<file path="src/rtl/bram_port_arbiter.sv">
// bram_port_arbiter
//   Request sequencer in front of the 64KB lower-RAM block RAM. Two masters
//   (m0 = CPU bus, m1 = DMA/video fetch) issue byte reads/writes. Requests
//   are arbitrated round-robin and driven onto the RAM's cs/we/addr/din.
//   Reads wait on ram_drdy. A read returns either data or, after TIMEOUT
//   wait cycles, an error. Every completion is a one-cycle ack.
//
// Ports
//   clk, rst                  clock, synchronous active-high reset
//   mN_req/we/addr/wdata      master N request. Held stable until mN_ack.
//   mN_ack/err/rdata          completion pulse, timeout flag, read data
//                             (rdata is held until the next mN read ack)
//   ram_cs/we/addr/din        RAM command outputs
//   ram_dout, ram_drdy        RAM read data and data-ready flag
//   Every output comes straight from a flop.
module bram_port_arbiter #(
  parameter int ADDR_W  = 16,
  parameter int DATA_W  = 8,
  parameter int TIMEOUT = 15
) (
  input  logic              clk,
  input  logic              rst,
  input  logic              m0_req,
  input  logic              m0_we,
  input  logic [ADDR_W-1:0] m0_addr,
  input  logic [DATA_W-1:0] m0_wdata,
  output logic              m0_ack,
  output logic              m0_err,
  output logic [DATA_W-1:0] m0_rdata,
  input  logic              m1_req,
  input  logic              m1_we,
  input  logic [ADDR_W-1:0] m1_addr,
  input  logic [DATA_W-1:0] m1_wdata,
  output logic              m1_ack,
  output logic              m1_err,
  output logic [DATA_W-1:0] m1_rdata,
  output logic              ram_cs,
  output logic              ram_we,
  output logic [ADDR_W-1:0] ram_addr,
  output logic [DATA_W-1:0] ram_din,
  input  logic [DATA_W-1:0] ram_dout,
  input  logic              ram_drdy
);

  typedef enum logic [1:0] {IDLE, ISSUE, WAIT, RELEASE} state_t;

  localparam logic [7:0] TIMEOUT_C = 8'(TIMEOUT);

  state_t            state_q, state_d;
  logic [7:0]        cnt_q, cnt_d;
  logic              last_q, last_d;     // master served most recently
  logic              gnt_q, gnt_d;       // master that owns the current access
  logic              ram_cs_q, ram_cs_d;
  logic              ram_we_q, ram_we_d;
  logic [ADDR_W-1:0] ram_addr_q, ram_addr_d;
  logic [DATA_W-1:0] ram_din_q, ram_din_d;
  logic              m0_ack_q, m0_ack_d, m1_ack_q, m1_ack_d;
  logic              m0_err_q, m0_err_d, m1_err_q, m1_err_d;
  logic [DATA_W-1:0] m0_rdata_q, m0_rdata_d, m1_rdata_q, m1_rdata_d;
  logic              pick;               // master chosen in IDLE
  logic              done;               // access completes this cycle
  logic              fail;               // completion is a read timeout

  // NOTE: every signal assigned in this block gets a default first, so no
  // path leaves it unassigned and no latch is inferred.
  always_comb begin
    state_d    = state_q;
    cnt_d      = cnt_q;
    last_d     = last_q;
    gnt_d      = gnt_q;
    ram_cs_d   = ram_cs_q;
    ram_we_d   = ram_we_q;
    ram_addr_d = ram_addr_q;
    ram_din_d  = ram_din_q;
    m0_rdata_d = m0_rdata_q;
    m1_rdata_d = m1_rdata_q;
    pick       = 1'b0;
    done       = 1'b0;
    fail       = 1'b0;

    unique case (state_q)
      IDLE: begin
        ram_cs_d = 1'b0;
        ram_we_d = 1'b0;
        if (m0_req || m1_req) begin
          // On a tie, the master that was not served last wins.
          pick       = (m0_req && m1_req) ? ~last_q : m1_req;
          gnt_d      = pick;
          ram_cs_d   = 1'b1;
          ram_we_d   = pick ? m1_we    : m0_we;
          ram_addr_d = pick ? m1_addr  : m0_addr;
          ram_din_d  = pick ? m1_wdata : m0_wdata;
          state_d    = ISSUE;
        end
      end
      ISSUE: begin
        // ram_we_q still holds the granted master's direction here.
        if (ram_we_q) begin
          done     = 1'b1;
          ram_cs_d = 1'b0;
          ram_we_d = 1'b0;
          state_d  = RELEASE;
        end else begin
          cnt_d   = 8'd0;
          state_d = WAIT;
        end
      end
      WAIT: begin
        if (ram_drdy) begin
          done     = 1'b1;
          ram_cs_d = 1'b0;
          state_d  = RELEASE;
          if (gnt_q) m1_rdata_d = ram_dout;
          else       m0_rdata_d = ram_dout;
        end else begin
          cnt_d = cnt_q + 8'd1;
          if (cnt_d == TIMEOUT_C) begin
            done     = 1'b1;
            fail     = 1'b1;
            ram_cs_d = 1'b0;
            state_d  = RELEASE;
          end
        end
      end
      RELEASE: begin
        // Deliberately no timeout: a stuck drdy must stall visibly.
        ram_cs_d = 1'b0;
        if (!ram_drdy) state_d = IDLE;
      end
      default: state_d = IDLE;
    endcase

    if (done) last_d = gnt_q;
    m0_ack_d = done & ~gnt_q;
    m1_ack_d = done &  gnt_q;
    m0_err_d = fail & ~gnt_q;
    m1_err_d = fail &  gnt_q;
  end

  // NOTE: state flops use non-blocking assignments so every flop samples the
  // pre-edge values regardless of statement order.
  always_ff @(posedge clk) begin
    if (rst) begin
      state_q    <= IDLE;
      cnt_q      <= 8'd0;
      last_q     <= 1'b1;
      gnt_q      <= 1'b0;
      ram_cs_q   <= 1'b0;
      ram_we_q   <= 1'b0;
      ram_addr_q <= '0;
      ram_din_q  <= '0;
      m0_ack_q   <= 1'b0;
      m1_ack_q   <= 1'b0;
      m0_err_q   <= 1'b0;
      m1_err_q   <= 1'b0;
      m0_rdata_q <= '0;
      m1_rdata_q <= '0;
    end else begin
      state_q    <= state_d;
      cnt_q      <= cnt_d;
      last_q     <= last_d;
      gnt_q      <= gnt_d;
      ram_cs_q   <= ram_cs_d;
      ram_we_q   <= ram_we_d;
      ram_addr_q <= ram_addr_d;
      ram_din_q  <= ram_din_d;
      m0_ack_q   <= m0_ack_d;
      m1_ack_q   <= m1_ack_d;
      m0_err_q   <= m0_err_d;
      m1_err_q   <= m1_err_d;
      m0_rdata_q <= m0_rdata_d;
      m1_rdata_q <= m1_rdata_d;
    end
  end

  assign m0_ack   = m0_ack_q;
  assign m0_err   = m0_err_q;
  assign m0_rdata = m0_rdata_q;
  assign m1_ack   = m1_ack_q;
  assign m1_err   = m1_err_q;
  assign m1_rdata = m1_rdata_q;
  assign ram_cs   = ram_cs_q;
  assign ram_we   = ram_we_q;
  assign ram_addr = ram_addr_q;
  assign ram_din  = ram_din_q;

endmodule

</file>
<file path="config.mk">
export PLATFORM = sky130hd
export DESIGN_NAME = bram_port_arbiter
export DESIGN_NICKNAME = d
export VERILOG_FILES = /design/src/rtl/bram_port_arbiter.sv
export SDC_FILE = /design/constraint.sdc
export NUM_CORES = 1
export LEC_CHECK = 0
export ABC_AREA = 0
export BUFFER_PORTS_ARGS = -buffer_cell sky130_fd_sc_hd__buf_2
export CORE_ASPECT_RATIO = 1.4
export CORE_MARGIN = 5
export CORE_UTILIZATION = 51
export CTS_CLUSTER_DIAMETER = 60
export CTS_CLUSTER_SIZE = 10
export DETAILED_ROUTE_END_ITERATION = 10
export GPL_TIMING_DRIVEN = 0
export PLACE_DENSITY = 0.84
export SLEW_MARGIN = 20
export SYNTH_ARGS = -nofsm -noshare
export SYNTH_HDL_FRONTEND = slang
export SYNTH_SLANG_ARGS = --single-unit
</file>
<file path="constraint.sdc">
create_clock -name clk -period 3.3 [get_ports clk]
set_input_delay 0.495 -clock clk [delete_from_list [all_inputs] [get_ports clk]]
set_output_delay 0.495 -clock clk [all_outputs]
set_load 0.05 [all_outputs]
</file>
==> results.txt, run 1 <==
----------------------------------------------------
[Critical path]
  Max Fanout on Critical Path ... 10
  Worst R2R Start ... state_q[0]
  Reg2Reg Setup Slack ... 1.25 ns
  Critical setup path kind ... reg2reg
  Capturing element type of the critical path ... flop
  Crit path capture ... ram_addr[11]
  Worst endpoint data arrival time ... 2.24 ns
  Worst setup path startpoint ... state_q[0]
  RR Endpoint ... ram_addr[11]
  Data required time at the worst endpoint ... 3.49 ns
  Worst Setup Start Kind ... flop
  Cells on worst reg2reg path ... 7

[Floorplan]
  DIE WIDTH ... 70.5 µm
  Effective utilization at floorplan ... 0.515
  Overall die height ... 94.8 µm
  Placement Rows ... 31
  Core region area ... 5080 µm²
  Top-level port count ... 109
  Die area ... 6690 µm²

[Detailed routing]
  Number of vias per cell ... 5.21
  Count of routing violations after the opening detailed-route iteration ... 114
  Via count ... 2,504
  Post-detailed-route wirelength per cell ... 14.2 µm
  Total wire length ... 6820 µm
  Number of nets still failing antenna checks after routing ... 0
  Number of remaining DRC errors ... 0
  Pre-Repair DR Iteration Count ... 4

[Hold path]
  Worst hold-check path type ... in2reg

[GRT]
  Largest net degree at the start of global routing ... 12
  Vias in the first global route ... 2,528
  Antenna violations before repair ... 0
  Global-route wire length before repair ... 11,300 µm
  Total grt overflow ... 0
  Global-route usage over all layers ... 0.213

[Clocking]
  TritonCTS sink count ... 58
  TritonCTS clock tree ... built
  Root cell of the clock tree ... sky130_fd_sc_hd__clkbuf_8
  Max H-tree Level ... 3
  Cts hold-fix bufs ... 0
  Post-CTS setup buffers ... 0
  Total clock buffers created by CTS ... 9
  Number of buffers between clock root and the deepest sink ... 2
  Clock latency reported for the late side of the worst-skew pair ... 0.33 ns
  Clk slew on worst S/H paths ... 0.07 ns
  Post-CTS resize count ... 0

[Power]
  Power density cells ... 790 nW/µm²
  Leakage dissipation ... 0.00160 µW
  Highest ir drop seen on vdd ... 574 µV

[STA]
  Final min period ... 2.05 ns
  Post-Route Hold Slack ... 0.409 ns
  Setup skew after layout ... 0.00969 ns
  Setup repair after global routing missed its margin ... false
  Portion of the clock cycle consumed by the worst path in the final layout ... 0.622
  Final hold viol count ... 0
  Slew HR ... 0.605
  Worst slew pin tran ... 0.590 ns
  Number of setup violations in the final report ... 0
  Max-slew violations ... 0
  Setup tns final ... 0 ns
  Highest Clock Rate ... 487 MHz

[Place]
  Final estimated routing congestion in global placement ... 0.861
  Placed wire-length estimate after detailed placement ... 5370 µm
  PortBufs ... 108
  Placed cell count ... 465

[Logic synthesis]
  Synthesized instance count ... 291
  Post-synth top flop ... sky130_fd_sc_hd__dfxtp_1
  Most frequent cell after synthesis ... sky130_fd_sc_hd__dfxtp_1
  Synthesized Nets ... 360
  Post-synthesis sequential area ratio ... 0.444
  Number of library cell types mapped by synthesis ... 45
  Synthesized area per cell ... 8.99 µm²
  Yosys warning total ... 0
  Share of Yosys cell area claimed by the top area cell type ... 0.444
  Post-synth ARST share ... 0
  Flops & latches, synth ... 58
  Dominant cells by area after synthesis ... sky130_fd_sc_hd__dfxtp_1, sky130_fd_sc_hd__mux2i_1, sky130_fd_sc_hd__a211oi_1, sky130_fd_sc_hd__nor2_1, sky130_fd_sc_hd__a21oi_1
  Post-synth EDFFs ... 0
  Synthesized cell area ... 2620 µm²
  Area leader, netlist ... sky130_fd_sc_hd__dfxtp_1
  Leading post-synthesis cells by instance count ... sky130_fd_sc_hd__dfxtp_1, sky130_fd_sc_hd__nor2_1, sky130_fd_sc_hd__mux2i_1

[Layout]
  Fill cell instance count of the final layout ... 422
  Area delta synth->final ... 30.6%
  Layout Nets ... 479
  Fraction of layout instances using a drive strength above 1 ... 0.333
  Layout Utilization ... 0.673
  Antenna diode instance count ... 0
  Non-Filler Instances ... 481
  Area occupied by registers ... 1160 µm²
  Area taken by multi-input logic gates ... 1360 µm²

[Status]
  Outcome ... finished, final reports clean

[Job]
  Count of max-cap constraint violations ... 0

----------------------------------------------------
==> layer usage <==
| metal | share of wire | vias to the layer above | GRT usage |
|---|---|---|---|
| met2 | 0.51 | 92 | 0.377 |
| met3 | 0.091 | 5 | 0.0820 |
| li1 | - | 1271 | - |
| met5 | 0 | - | 0 |
| met4 | 0.012 | 0 | 0.0815 |
| met1 | 0.38 | 1136 | 0.228 |
==> worst min-delay path by stage <==
stage / start / endpoint / slack, ns / cells after the start
CTS: ram_dout[2] / m0_rdata[2] / 0.40 / 3
global placement: m0_rdata[7] / m0_rdata[7] / 0.44 / 2
global route: ram_dout[3] / m0_rdata[3] / 0.40 / 3
finish: ram_dout[2] / m0_rdata[2] / 0.41 / 3
detailed placement: m0_rdata[6] / m0_rdata[6] / 0.45 / 2
floorplan: cnt_q[5] / cnt_q[5] / 0.48 / 2
==> where the power goes <==
group / internal (µW) / switching, µW
clock: 292 / 287
sequential: 842 / 78.6
combinational: 332 / 869
total: 1470 / 1230
==> sequential cells by signal (all words and copies together), names as in the netlist <==
register / flops
m0_ack: 1
m1_ack: 1
ram_din: 8
cnt_q: 8
state_q: 2
gnt_q: 1
ram_addr: 16
m0_rdata: 8
last_q: 1
m0_err: 1
ram_we: 1
m1_rdata: 8
m1_err: 1
ram_cs: 1
==> worst max-delay path: stages, from the launching register on <==
cell                       delay (ns)
sky130_fd_sc_hd__dfxtp_1         0.35
sky130_fd_sc_hd__inv_1           0.11
sky130_fd_sc_hd__ha_1            0.25
sky130_fd_sc_hd__inv_1           0.08
sky130_fd_sc_hd__nor2_1          0.15
sky130_fd_sc_hd__clkbuf_1        0.36
sky130_fd_sc_hd__buf_1           0.45
sky130_fd_sc_hd__a211oi_1        0.15
==> metrics by stage <==
stage	cell area [µm²]	power, µW	worst slack, ns
6_report	3420	2700	1.25
5_1_grt	3420	2880	0.967
4_1_cts	3420	2720	1.24
3_5_place_dp	3240	2140	1.24
3_3_place_gp	3240	2110	1.31
2_1_floorplan	2620	1840	1.53
==> final cells by class <==
cell class | instances | area share
Buffer | 17 | 0.0227
Clock inverter | 6 | 0.0121
Clock buffer | 10 | 0.0402
Multi-Input combinational cell | 210 | 0.397
Inverter | 6 | 0.00659
Tap cell | 66 | 0.0241
Sequential cell | 58 | 0.340
Timing Repair Buffer | 108 | 0.158
==> cell families after synthesis <==
logic type | synth area share
XOR/XNOR | 0.00669
buffers and inverters | 0.0382
AND/OR/NAND/NOR | 0.183
adder cells (fa/ha/maj) | 0.0287
multiplexers | 0.130
flip-flops | 0.444
AO/OA/AOI/OAI | 0.170
==> placed cells by master, fill, tap and decap left out, types with 2 or more instances in the layout <==
| master | netlist | routed |
|---|---|---|
| sky130_fd_sc_hd__dfxtp_1 | 58 | 58 |
| sky130_fd_sc_hd__buf_2 | 2 | 110 |
| sky130_fd_sc_hd__nand2b_1 | 5 | 5 |
| sky130_fd_sc_hd__clkbuf_1 | 12 | 12 |
| sky130_fd_sc_hd__clkbuf_8 | 0 | 10 |
| sky130_fd_sc_hd__and2_1 | 2 | 2 |
| sky130_fd_sc_hd__nand2_1 | 21 | 21 |
| sky130_fd_sc_hd__clkinvlp_4 | 0 | 3 |
| sky130_fd_sc_hd__a211oi_1 | 26 | 26 |
| sky130_fd_sc_hd__or2_2 | 2 | 2 |
| sky130_fd_sc_hd__mux2i_1 | 34 | 34 |
| sky130_fd_sc_hd__nor3_1 | 4 | 4 |
| sky130_fd_sc_hd__nor2_1 | 48 | 48 |
| sky130_fd_sc_hd__ha_1 | 6 | 6 |
| sky130_fd_sc_hd__a22oi_1 | 3 | 3 |
| sky130_fd_sc_hd__o21ai_0 | 6 | 6 |
| sky130_fd_sc_hd__a21oi_1 | 20 | 20 |
| sky130_fd_sc_hd__nand3_1 | 4 | 4 |
| sky130_fd_sc_hd__clkinv_2 | 0 | 2 |
| sky130_fd_sc_hd__inv_1 | 6 | 6 |
| sky130_fd_sc_hd__or3_2 | 2 | 2 |
| sky130_fd_sc_hd__nand4_1 | 3 | 3 |
| sky130_fd_sc_hd__nand3b_1 | 2 | 2 |
No activity file was read; power rests on OpenSTA's default activity.
==> inputs of run 2 (changes only) <==
Settings changed: ABC_AREA 0 to 1, CORE_UTILIZATION 51 to 47, PLACE_DENSITY 0.84 to 0.79.
Clock period 3.3 ns to 2 ns, I/O delays scaled along.
==> run 2 against run 1 <==
Compared with the run above: critical path type unchanged; clock power rose by 110%; setup slack got worse by 1.0 ns; sequential cell count did not move; critical endpoint is now cnt_q[2]; highest routed layer unchanged; maximum frequency rose by 15%; first-iteration DRC count rose by 36%.
==> results.txt, run 2 <==
----------------------------------------------------
[Logic synthesis]
  Synthesized instance count ... 349 (+20%)
  Share of the synthesized area in compound gates (AO/OA/AOI/OAI) ... 0.205 (+0.0345)
  Share of Yosys cell area claimed by the top area cell type ... 0.462 (+0.0186)
  Post-synth ARST share ... 0 (unchanged)
  Post-synth EDFFs ... 0 (unchanged)
  Dominant cells by area after synthesis ... sky130_fd_sc_hd__dfxtp_1, sky130_fd_sc_hd__nand2_1, sky130_fd_sc_hd__o21ai_0, sky130_fd_sc_hd__a31oi_1, sky130_fd_sc_hd__a21oi_1
  Post-synth top flop ... sky130_fd_sc_hd__dfxtp_1
  Post-synthesis sequential area ratio ... 0.462 (+0.0186)
  Post-synthesis xor/xnor area fraction ... 0 (-0.00669)
  Multiplexer area fraction after synthesis ... 0 (-0.130)
  Simple-Gate Fraction of Synth Area ... 0.234 (+0.0515)
  Area leader, netlist ... sky130_fd_sc_hd__dfxtp_1
  Largest family of logic cells by synthesized area ... simple AND/OR/NAND/NOR gates
  Synthesized cell area ... 2510 µm² (-4.0%)
  Yosys warning total ... 0 (unchanged)
  Synthesized Nets ... 418 (+16%)
  Most frequent cell after synthesis ... sky130_fd_sc_hd__nand2_1
  Leading post-synthesis cells by instance count ... sky130_fd_sc_hd__nand2_1, sky130_fd_sc_hd__dfxtp_1, sky130_fd_sc_hd__o21ai_0
  Synthesized area per cell ... 7.20 µm² (-20%)
  Flops & latches, synth ... 58 (unchanged)
  Synthesized-area fraction occupied by adder cells ... 0.0299 (+0.00120)
  Number of library cell types mapped by synthesis ... 23 (-49%)

[Layout]
  Area delta synth->final ... 33.7%
  Commonest non-fill, non-tap cell in the layout ... sky130_fd_sc_hd__buf_2
  Leading cell types in the layout, fill and taps excluded ... sky130_fd_sc_hd__buf_2, sky130_fd_sc_hd__nand2_1, sky130_fd_sc_hd__dfxtp_1, sky130_fd_sc_hd__o21ai_0, sky130_fd_sc_hd__inv_1
  Fraction of layout instances using a drive strength above 1 ... 0.278 (-0.0550)
  Number of flip-flops in the largest register ... 16 (unchanged)
  Layout Nets ... 536 (+12%)
  Antenna diode instance count ... 0 (unchanged)

[Critical path]
  Kind of cell adding the most delay to the critical path ... simple AND/OR/NAND/NOR gates
  Max Fanout on Critical Path ... 9 (-1)
  Chain of cells forming the critical path ... inv_1, ha_1, inv_1, nor2_1, inv_1, o21ai_0, nand2_2, a21oi_1, nor3_1
  Worst Setup Start Kind ... flop
  Count of buffering cells on the critical path with inverters included ... 3 (-1)
  Master of the slowest instance on the critical path ... sky130_fd_sc_hd__dfxtp_1
  Critical setup path kind ... reg2reg
  Peak per-stage delay on the critical path ... 0.34 ns (-0.11 ns)
  Capturing element type of the critical path ... flop
  Most frequent cell on the critical path ... sky130_fd_sc_hd__inv_1
  Data required time at the worst endpoint ... 2.20 ns (-1.29 ns)
  Worst R2R Start ... state_q[0]
  Worst setup path startpoint ... state_q[0]
  Worst endpoint data arrival time ... 1.99 ns (-0.25 ns)

[Clocking]
  Total clock buffers created by CTS ... 9 (unchanged)
  Cts hold-fix bufs ... 0 (unchanged)
  Max H-tree Level ... 3 (unchanged)
  Root cell of the clock tree ... sky130_fd_sc_hd__clkbuf_8
  Clock latency reported for the late side of the worst-skew pair ... 0.33 ns (about the same)
  TritonCTS sink count ... 58 (unchanged)
  Number of buffers between clock root and the deepest sink ... 2 (unchanged)
  Clk slew on worst S/H paths ... 0.07 ns (about the same)
  TritonCTS clock tree ... built

[STA]
  Max-slew violations ... 0 (unchanged)
  Setup skew after layout ... 0.00844 ns (-0.00125 ns)
  Setup repair after global routing missed its margin ... false
  Final hold viol count ... 0 (unchanged)
  Slew HR ... 0.664 (+0.0593)
  Setup tns final ... 0 ns (unchanged)
  Highest Clock Rate ... 558 MHz (+15%)
  Number of setup violations in the final report ... 0 (unchanged)
  Worst slew pin tran ... 0.504 ns (-0.0863 ns)
  Portion of the clock cycle consumed by the worst path in the final layout ... 0.896 (+0.274)
  Final min period ... 1.79 ns (-0.261 ns)

[Floorplan]
  DIE WIDTH ... 71.8 µm (+1.8%)
  Top-level port count ... 109 (unchanged)
  Die area ... 6930 µm² (+3.6%)
  Effective utilization at floorplan ... 0.483 (-0.0318)
  Core region area ... 5200 µm² (+2.3%)
  Placement Rows ... 31 (unchanged)
  Overall die height ... 96.5 µm (+1.8%)

[Detailed routing]
  Number of remaining DRC errors ... 0 (unchanged)
  Number of nets still failing antenna checks after routing ... 0 (unchanged)
  Number of vias per cell ... 5.00 (-4.0%)
  Total wire length ... 6760 µm (-0.81%)
  Post-detailed-route wirelength per cell ... 12.6 µm (-11%)
  Via count ... 2,689 (+7.4%)
  Count of routing violations after the opening detailed-route iteration ... 155 (+36%)
  Pre-Repair DR Iteration Count ... 4 (unchanged)

[Job]
  Count of max-cap constraint violations ... 0 (unchanged)

[Power]
  Leakage dissipation ... 0.00162 µW (+1.2%)
  Highest ir drop seen on vdd ... 984 µV (+72%)
  Power density cells ... 1450 nW/µm² (+84%)
  Overall power ... 4880 µW (+81%)

[Place]
  PortBufs ... 107 (-0.93%)
  Final estimated routing congestion in global placement ... 0.874 (+1.4%)
  Placed wire-length estimate after detailed placement ... 5240 µm (-2.5%)

[GRT]
  Antenna violations before repair ... 0 (unchanged)
  Total grt overflow ... 0 (unchanged)
  Vias in the first global route ... 2,615 (+3.4%)
  Largest net degree at the start of global routing ... 11 (-1)
  Global-route usage over all layers ... 0.206 (-0.00639)
  Global-route wire length before repair ... 11,200 µm (-0.55%)

[Hold path]
  Worst hold-check path type ... in2reg
  Start point of the worst min-delay path ... m0_wdata[7]

[Status]
  Outcome ... finished, final reports clean

----------------------------------------------------
==> run 2: cell types whose count changed after synthesis, sizes merged, moves of 17 or more <==
cell	before	now
nand2	21	91
o21ai	8	44
mux2i	34	0
a211oi	26	1
a31oi	0	24
inv	6	29
nor2	48	31
==> run 2: where the power goes <==
part | total [µW] | switching [µW] | internal, µW | leakage [µW]
combinational | 2070 | 1560 | 512 | 0.00103
clock | 1190 | 455 | 731 | 0.000109
sequential | 1620 | 176 | 1440 | 0.000475
total | 4880 | 2190 | 2680 | 0.00162
==> run 2: cell type report <==
type	count	area [µm²]
Fill cell	464	1840
Multi-Input combinational cell	245	1190
Sequential cell	58	1160
Timing Repair Buffer	107	536
Clock buffer	11	141
Inverter	30	113
Tap cell	66	82.6
Clock inverter	5	77.6
Buffer	16	61.3
==> run 2: cells by family (layout without fill, tap and decap cells) <==
group | after synthesis | after routing
compound gates | 95 | 95
fa+ha+maj | 6 | 6
buf+inv | 46 | 169
flops | 58 | 58
simple gates | 144 | 144
==> run 2: timing repair <==
action,4_1_cts,5_1_grt
gates resized for setup,0,3
setup endpoints to repair,0,10
buffers inserted,0,0
==> run 2: worst paths after layout <==
kind                 endpoint  slack, ns  cells after the start
hold reg to reg   m1_rdata[4]       0.44                      2
setup / recovery     cnt_q[2]       0.21                      9
hold / removal     ram_din[7]       0.22                      3
setup reg to reg     cnt_q[2]       0.21                      9
==> run 2: through the flow <==
step	setup WS, ns	hold WS (ns)	instances	util	area (µm²)
after global routing	0.00225	0.212	538	0.646	3360
after floorplan	0.504	0.429	349	-	2510
after CTS	0.180	0.207	538	0.644	3350
after detailed placement	0.191	0.434	522	0.602	3130
final	0.208	0.215	538	0.646	3360
after global placement	0.262	0.431	522	0.602	3130
==> run 2: tightest hold or removal path: stages <==
cell and delay (ns):
sky130_fd_sc_hd__buf_2 0.09, sky130_fd_sc_hd__nand2_1 0.05, sky130_fd_sc_hd__a31oi_1 0.06
==> run 2: layer usage <==
| layer | up-vias | wire, µm | GRT usage |
|---|---|---|---|
| li1 | 1398 | - | - |
| met1 | 1182 | 2790 | 0.226 |
| met2 | 101 | 3220 | 0.359 |
| met3 | 8 | 657 | 0.0683 |
| met4 | 0 | 89 | 0.0956 |
| met5 | - | 0 | 0 |
